$ cat src/rtl/param_update_arbiter.sv
// param_update_arbiter
//   Shares one signed WIDTH-bit parameter register (gain/offset feeding the
//   pt_feedback datapath) between N_REQ requesters. Requests are granted one
//   at a time in round-robin order. After each committed update a settle
//   hold-off of SETTLE_CYCLES cycles keeps the downstream filter from seeing
//   more than one parameter step per settle window.
//
//   Optional feature (macro PARAM_ARB_RAMP_EN): instead of jumping, data_o
//   slews toward the granted value by at most STEP per cycle, and upd_o
//   fires only when the target is reached.
//
// Ports
//   clk_i        system clock
//   rst_i        asynchronous, active-high reset
//   req_i        per-requester update request (level, held until acked)
//   data_i       requested values, requester k at [k*WIDTH +: WIDTH]
//   ack_o        one-cycle, one-hot grant acknowledge
//   data_o       shared parameter register
//   upd_o        one-cycle strobe: data_o holds a newly committed value
//   busy_o       high whenever the FSM is not idle
//   grant_idx_o  index of the last granted requester
module param_update_arbiter #(
  parameter int                        WIDTH         = 16,
  parameter int                        N_REQ         = 4,
  parameter int                        SETTLE_CYCLES = 16,
  parameter logic signed [WIDTH-1:0]   RESET_VALUE   = '0,
  parameter int                        STEP          = 64
) (
  input  logic                         clk_i,
  input  logic                         rst_i,
  input  logic [N_REQ-1:0]             req_i,
  input  logic [N_REQ*WIDTH-1:0]       data_i,
  output logic [N_REQ-1:0]             ack_o,
  output logic signed [WIDTH-1:0]      data_o,
  output logic                         upd_o,
  output logic                         busy_o,
  output logic [$clog2(N_REQ)-1:0]     grant_idx_o
);

  localparam int IDX_W = $clog2(N_REQ);
  localparam int CNT_W = $clog2(SETTLE_CYCLES);

  // Elaboration-time guard on the legal parameter ranges.
  generate
    if (N_REQ < 2 || N_REQ > 16) begin : g_bad_nreq
      $error("param_update_arbiter: N_REQ must be 2..16");
    end
    if (SETTLE_CYCLES < 2) begin : g_bad_settle
      $error("param_update_arbiter: SETTLE_CYCLES must be >= 2");
    end
    if (STEP < 1) begin : g_bad_step
      $error("param_update_arbiter: STEP must be >= 1");
    end
  endgenerate

  typedef enum logic [1:0] {
    IDLE   = 2'd0,
    SETTLE = 2'd1,
    RAMP   = 2'd2
  } state_t;

  state_t                    state, state_n;
  logic [CNT_W-1:0]          cnt, cnt_n;
  logic [IDX_W-1:0]          last, last_n;
  logic signed [WIDTH-1:0]   data_n;
  logic [N_REQ-1:0]          ack_n;
  logic                      upd_n;
  logic                      busy_n;
  logic [IDX_W-1:0]          grant_n;

  // Unpacked view of the requester data bus.
  logic signed [WIDTH-1:0]   data_arr [N_REQ];

  genvar gk;
  generate
    for (gk = 0; gk < N_REQ; gk++) begin : g_unpack
      assign data_arr[gk] = data_i[gk*WIDTH +: WIDTH];
    end
  endgenerate

  // Round-robin pick: first set request bit searching upward from last+1,
  // wrapping at N_REQ. The highest priority slot is the one after the
  // previous winner, so no requester waits more than N_REQ grants.
  logic                      found;
  logic [IDX_W-1:0]          g;
  int                        j;

  always_comb begin
    found = 1'b0;
    g     = '0;
    j     = 0;
    for (int i = 1; i <= N_REQ; i++) begin
      j = int'(last) + i;
      if (j >= N_REQ) j = j - N_REQ;
      if (!found && req_i[IDX_W'(j)]) begin
        found = 1'b1;
        g     = IDX_W'(j);
      end
    end
  end

`ifdef PARAM_ARB_RAMP_EN
  localparam logic signed [WIDTH:0]   STEP_S = (WIDTH+1)'(STEP);
  localparam logic signed [WIDTH-1:0] STEP_V = WIDTH'(STEP);

  logic signed [WIDTH-1:0] target, target_n;
  logic signed [WIDTH:0]   diff;
  logic                    ramp_done;

  // Move one STEP toward the target; the sign of the extended difference
  // chooses the direction. Only called when |diff| > STEP, so the result
  // stays strictly between data_o and target and cannot wrap.
  function automatic logic signed [WIDTH-1:0] ramp_next(
    input logic signed [WIDTH-1:0] cur,
    input logic signed [WIDTH:0]   d
  );
    return d[WIDTH] ? (cur - STEP_V) : (cur + STEP_V);
  endfunction

  // One extra bit makes target - data_o exact for any pair of WIDTH-bit values.
  always_comb begin
    diff      = {target[WIDTH-1], target} - {data_o[WIDTH-1], data_o};
    ramp_done = (diff <= STEP_S) && (diff >= -STEP_S);
  end
`endif

  // State register and registered outputs.
  always_ff @(posedge clk_i or posedge rst_i) begin
    if (rst_i) begin
      state       <= IDLE;
      cnt         <= '0;
      last        <= IDX_W'(N_REQ-1);
      data_o      <= RESET_VALUE;
      ack_o       <= '0;
      upd_o       <= 1'b0;
      busy_o      <= 1'b0;
      grant_idx_o <= '0;
`ifdef PARAM_ARB_RAMP_EN
      target      <= RESET_VALUE;
`endif
    end else begin
      state       <= state_n;
      cnt         <= cnt_n;
      last        <= last_n;
      data_o      <= data_n;
      ack_o       <= ack_n;
      upd_o       <= upd_n;
      busy_o      <= busy_n;
      grant_idx_o <= grant_n;
`ifdef PARAM_ARB_RAMP_EN
      target      <= target_n;
`endif
    end
  end

  // Next-state logic.
  always_comb begin
    state_n = state;
    cnt_n   = cnt;
    case (state)
      IDLE: begin
        if (found) begin
`ifdef PARAM_ARB_RAMP_EN
          state_n = RAMP;
`else
          state_n = SETTLE;
          cnt_n   = CNT_W'(SETTLE_CYCLES-1);
`endif
        end
      end
      SETTLE: begin
        // Requests are not looked at here; the hold-off always runs out.
        if (cnt == '0) state_n = IDLE;
        else           cnt_n   = cnt - CNT_W'(1);
      end
`ifdef PARAM_ARB_RAMP_EN
      RAMP: begin
        if (ramp_done) begin
          state_n = SETTLE;
          cnt_n   = CNT_W'(SETTLE_CYCLES-1);
        end
      end
`endif
      default: begin
        state_n = IDLE;
        cnt_n   = '0;
      end
    endcase
  end

  // Output logic: next values of the registered outputs.
  always_comb begin
    data_n  = data_o;
    ack_n   = '0;
    upd_n   = 1'b0;
    grant_n = grant_idx_o;
    last_n  = last;
`ifdef PARAM_ARB_RAMP_EN
    target_n = target;
`endif
    case (state)
      IDLE: begin
        if (found) begin
          ack_n[g] = 1'b1;
          grant_n  = g;
          last_n   = g;
`ifdef PARAM_ARB_RAMP_EN
          // Capture only; data_o starts moving on the following cycles.
          target_n = data_arr[g];
`else
          data_n   = data_arr[g];
          upd_n    = 1'b1;
`endif
        end
      end
`ifdef PARAM_ARB_RAMP_EN
      RAMP: begin
        if (ramp_done) begin
          data_n = target;
          upd_n  = 1'b1;
        end else begin
          data_n = ramp_next(data_o, diff);
        end
      end
`endif
      default: ;
    endcase
    busy_n = (state_n != IDLE);
  end

endmodule

$ cat config.mk
export PLATFORM = sky130hd
export DESIGN_NAME = param_update_arbiter
export DESIGN_NICKNAME = d
export VERILOG_FILES = /design/src/rtl/param_update_arbiter.sv
export SDC_FILE = /design/constraint.sdc
export NUM_CORES = 1
export LEC_CHECK = 0
export ABC_AREA = 1
export BUFFER_PORTS_ARGS = -buffer_cell sky130_fd_sc_hd__buf_2
export CORE_MARGIN = 2
export CORE_UTILIZATION = 29
export DETAILED_ROUTE_END_ITERATION = 10
export SYNTH_ARGS = -nofsm -noshare
export SYNTH_HDL_FRONTEND = slang
export SYNTH_SLANG_ARGS = --single-unit
$ cat constraint.sdc
create_clock -name clk_i -period 3.29 [get_ports clk_i]
set_clock_uncertainty 0.05 [all_clocks]
set_input_delay 0 -clock clk_i [delete_from_list [all_inputs] [get_ports clk_i]]
set_output_delay 0 -clock clk_i [all_outputs]
set_load 0.05 [all_outputs]
==> key figures <==
Status
  – Outcome: finished clean

Placement
  – Cell area after placement: 2686 sq um
  – Global placer's final weighted congestion: 0.8141
  – Port Buffer Count: 93
  – Detailed-placement wirelength estimate: 4720 um

Cells and area
  – Fraction of final layout cells sized beyond drive strength 1: between 20% and 30%
  – Area of all placed cells without fillers: between 2000 and 3000 sq um
  – Area growth from synthesis to final layout: 29.95%
  – Final core utilization: between 30% and 40%
  – Final nets: 510
  – Ant. Diodes: 0

Logic synthesis
  – Count of unique library cells instantiated by Yosys: 24
  – Synthesized area per cell: 6.188 sq um
  – Top-area cell type share of the netlist area: a little over a third
  – Register area share after synthesis: a little under two fifths
  – Leading post-synthesis cells by cell area: sky130_fd_sc_hd__nand2_1, sky130_fd_sc_hd__dfrtp_1, sky130_fd_sc_hd__nand3_1
  – Top post-synthesis cells by count: sky130_fd_sc_hd__nand2_1, sky130_fd_sc_hd__nand3_1, sky130_fd_sc_hd__dfrtp_1, sky130_fd_sc_hd__inv_1, sky130_fd_sc_hd__buf_2
  – Most common cell in the synthesized netlist: sky130_fd_sc_hd__nand2_1
  – Syn nets: around 420
  – Ys Warns: 0
  – EDFF count, synth: 0
  – Gate count after technology mapping: between 300 and 400
  – Share of synthesized registers carrying an async set or reset: 100.0%
  – Main flop type after synthesis: sky130_fd_sc_hd__dfrtp_1
  – Cell accounting for the most synthesized area: sky130_fd_sc_hd__nand2_1
  – Netlist area before placement: about 2200 sq um
  – Flop and latch count out of synthesis: 32

Drt
  – WL final: ~6300 um
  – Via count: ~2400
  – Avg WL per Cell: ~12 um
  – Post-detailed-route DRC marker count: 0
  – Router iterations before antenna repair: 4
  – Post-DRT Antenna Nets: 0
  – Detailed router's first-iteration violation count: ~160
  – Via-to-Cell Ratio: 4.381

Floorplanning
  – Cell Rows: 31
  – Starting utilization of the core area: between 20% and 30%
  – Overall die height: 90.55 um
  – Die area: 8198 sq um
  – Die width: roughly 91 um
  – Core outline area: 7253 sq um
  – Number of top-level pins: 94

Clock network
  – Root Driver: sky130_fd_sc_hd__clkbuf_8
  – Number of instances resized during post-cts repair: 0
  – Number of hold buffers added after CTS: 1
  – Maximum number of buffers from clock root to sink: 2
  – Buffers inserted during post-CTS setup optimization: 0
  – Clock-pin slew on the worst setup and hold paths: 70 ps
  – Clock tree from TritonCTS: done
  – Insertion delay to the later sink of the worst-skew pair: about 280 ps
  – Number of clock sinks: 32
  – # H-tree levels: 2
  – Clock buffer count from CTS: 5

Timing
  – Setup repair after global routing missed its margin: no
  – Number of max-slew violations in the final report: 0
  – Least-Margin Pin Slew: approximately 950 ps
  – F_max: roughly 0.36 GHz
  – Final worst-path cycle share: between 80 and 90%
  – Max-Slew Margin vs Limit: between 30 and 40%
  – Tightest hold margin: approximately 40 ps
  – Min Tclk post-route: around 2700 ps
  – Setup_tns: 0 ps
  – Number of setup violations in the final report: 0
  – Final-report hold violation count: 0

Critical path
  – Count of buffer and inverter cells on the critical path: 1
  – Critical path class: reg -> reg
  – Most Frequent Cell on Critical Path: sky130_fd_sc_hd__nand2_1
  – Required time at the worst-slack endpoint: about 3400 ps
  – Cell family with most CP delay: simple AND/OR/NAND/NOR gates
  – Peak per-stage delay on the critical path: ~640 ps
  – Max stage delay cell, worst path: sky130_fd_sc_hd__dfstp_2
  – Setup crit end kind: flip-flop
  – Sort of element at the start of the critical path: flip-flop
  – CP arrival: around 2900 ps
  – Chain of cells forming the critical path: nand2_1 > nand2_1 > nand2_1 > nand2_1 > inv_1 > nand3_4 > nand3_2 > nand2_1 > nand2_1 > nand2_1 > nand2_1 > nand2_1 > nand2_1
  – Highest net fanout along the worst path: 35

Global routing
  – Via count of the first global-routing pass: 2115
  – Met3 Usage GRT: a little under 3%
  – Met2 track utilization from global routing: 24.50%
  – Global routing usage on met1: approximately 21%
  – Global-route wire length before repair: between 10000 and 15000 um
  – Number of antenna violations at the first check in global routing: 0
  – GRT Residual Overflow: 0
  – Maximum number of pins on one net before global-route repair: 36
  – Gr usage total: between 10% and 20%
  – Grt peak-use layer: met2

Job
  – Number of maximum-capacitance constraint violations: 0

Min path
  – Worst hold-check path type: in -> reg
==> cell usage in the layout, fill, tap and decap left out <==
master / count
sky130_fd_sc_hd__nand3_2: 1
sky130_fd_sc_hd__ha_1: 2
sky130_fd_sc_hd__buf_2: 93
sky130_fd_sc_hd__nand3_1: 39
sky130_fd_sc_hd__conb_1: 1
sky130_fd_sc_hd__inv_1: 17
sky130_fd_sc_hd__dfstp_2: 2
sky130_fd_sc_hd__dlygate4sd3_1: 1
sky130_fd_sc_hd__nand3_4: 1
sky130_fd_sc_hd__inv_4: 2
sky130_fd_sc_hd__o21ai_2: 1
sky130_fd_sc_hd__o31ai_1: 1
sky130_fd_sc_hd__o21ai_1: 2
sky130_fd_sc_hd__xnor2_1: 1
sky130_fd_sc_hd__a21oi_1: 4
sky130_fd_sc_hd__nand2_2: 3
sky130_fd_sc_hd__buf_4: 2
sky130_fd_sc_hd__inv_2: 1
sky130_fd_sc_hd__nand2_1: 210
sky130_fd_sc_hd__nor2_1: 5
sky130_fd_sc_hd__o21ai_0: 8
sky130_fd_sc_hd__nor2_4: 1
sky130_fd_sc_hd__bufinv_16: 1
sky130_fd_sc_hd__clkbuf_8: 7
sky130_fd_sc_hd__nor3_1: 3
sky130_fd_sc_hd__dfrtp_1: 30
==> sequential cells by signal, summed over array words and instances (netlist names) <==
name	flops
ack_o	4
busy_o	1
cnt	4
data_o	16
grant_idx_o	2
last	2
state	2
upd_o	1
==> layer usage <==
metal  vias up  part of all wire (%)
met5         -                     0
li1       1258                     -
met4         0                  0.72
met1      1021                    48
met2        73                    46
met3         5                   5.0
==> per-stage QoR <==
stage	setup WS (ps)	cells
2_1_floorplan	1391	351
3_3_place_gp	630.2	529
3_5_place_dp	575.7	529
4_1_cts	559.5	538
5_1_grt	260.0	538
6_report	547.6	538
==> kinds of logic (layout without fill, tap and decap cells) <==
family	Yosys count	count (layout)	synth area share [%]
other cells	1	1	0.1726
xor+xnor	1	1	0.4033
simple gates	263	263	49.48
fa+ha+maj	2	2	1.152
buf+inv	36	124	7.834
flops	32	32	36.98
compound gates	16	16	3.975
==> final timing paths <==
kind | from | to | slack (ps) | cells after the start
setup / recovery | last[0] | data_o[14] | 550 | 13
hold / removal | data_i[1] | data_o[1] | 40 | 7
setup reg to reg | last[0] | data_o[14] | 550 | 13
hold reg to reg | data_o[8] | data_o[8] | 430 | 2
max in group asynchronous | rst_i | data_o[8] | 2110 | 4
min in group asynchronous | rst_i | cnt[0] | 420 | 3
==> worst register-to-register path, cell delays in order, from the launching register on <==
cell and delay (ps):
sky130_fd_sc_hd__dfstp_2 640, sky130_fd_sc_hd__nand2_1 70, sky130_fd_sc_hd__nand2_1 90, sky130_fd_sc_hd__nand2_1 70, sky130_fd_sc_hd__nand2_1 100, sky130_fd_sc_hd__inv_1 80, sky130_fd_sc_hd__nand3_4 320, sky130_fd_sc_hd__nand3_2 620
sky130_fd_sc_hd__nand2_1 240, sky130_fd_sc_hd__nand2_1 90, sky130_fd_sc_hd__nand2_1 80, sky130_fd_sc_hd__nand2_1 60, sky130_fd_sc_hd__nand2_1 50, sky130_fd_sc_hd__nand2_1 60
==> cell type report <==
| cell class | instances | area [sq um] |
|---|---|---|
| clock buffers | 7 | 96.34 |
| clock inverters | 1 | 30.03 |
| fillers | 827 | 4431 |
| inverters | 20 | 80.08 |
| multi-input cells | 283 | 1199 |
| flip-flops and latches | 32 | 803.3 |
| well taps | 99 | 123.9 |
| repair buffers | 96 | 490.5 |
Power is left out: the tool's default activity adds up to more than one toggle a clock period on the data nets, which glitch-free logic cannot reach.
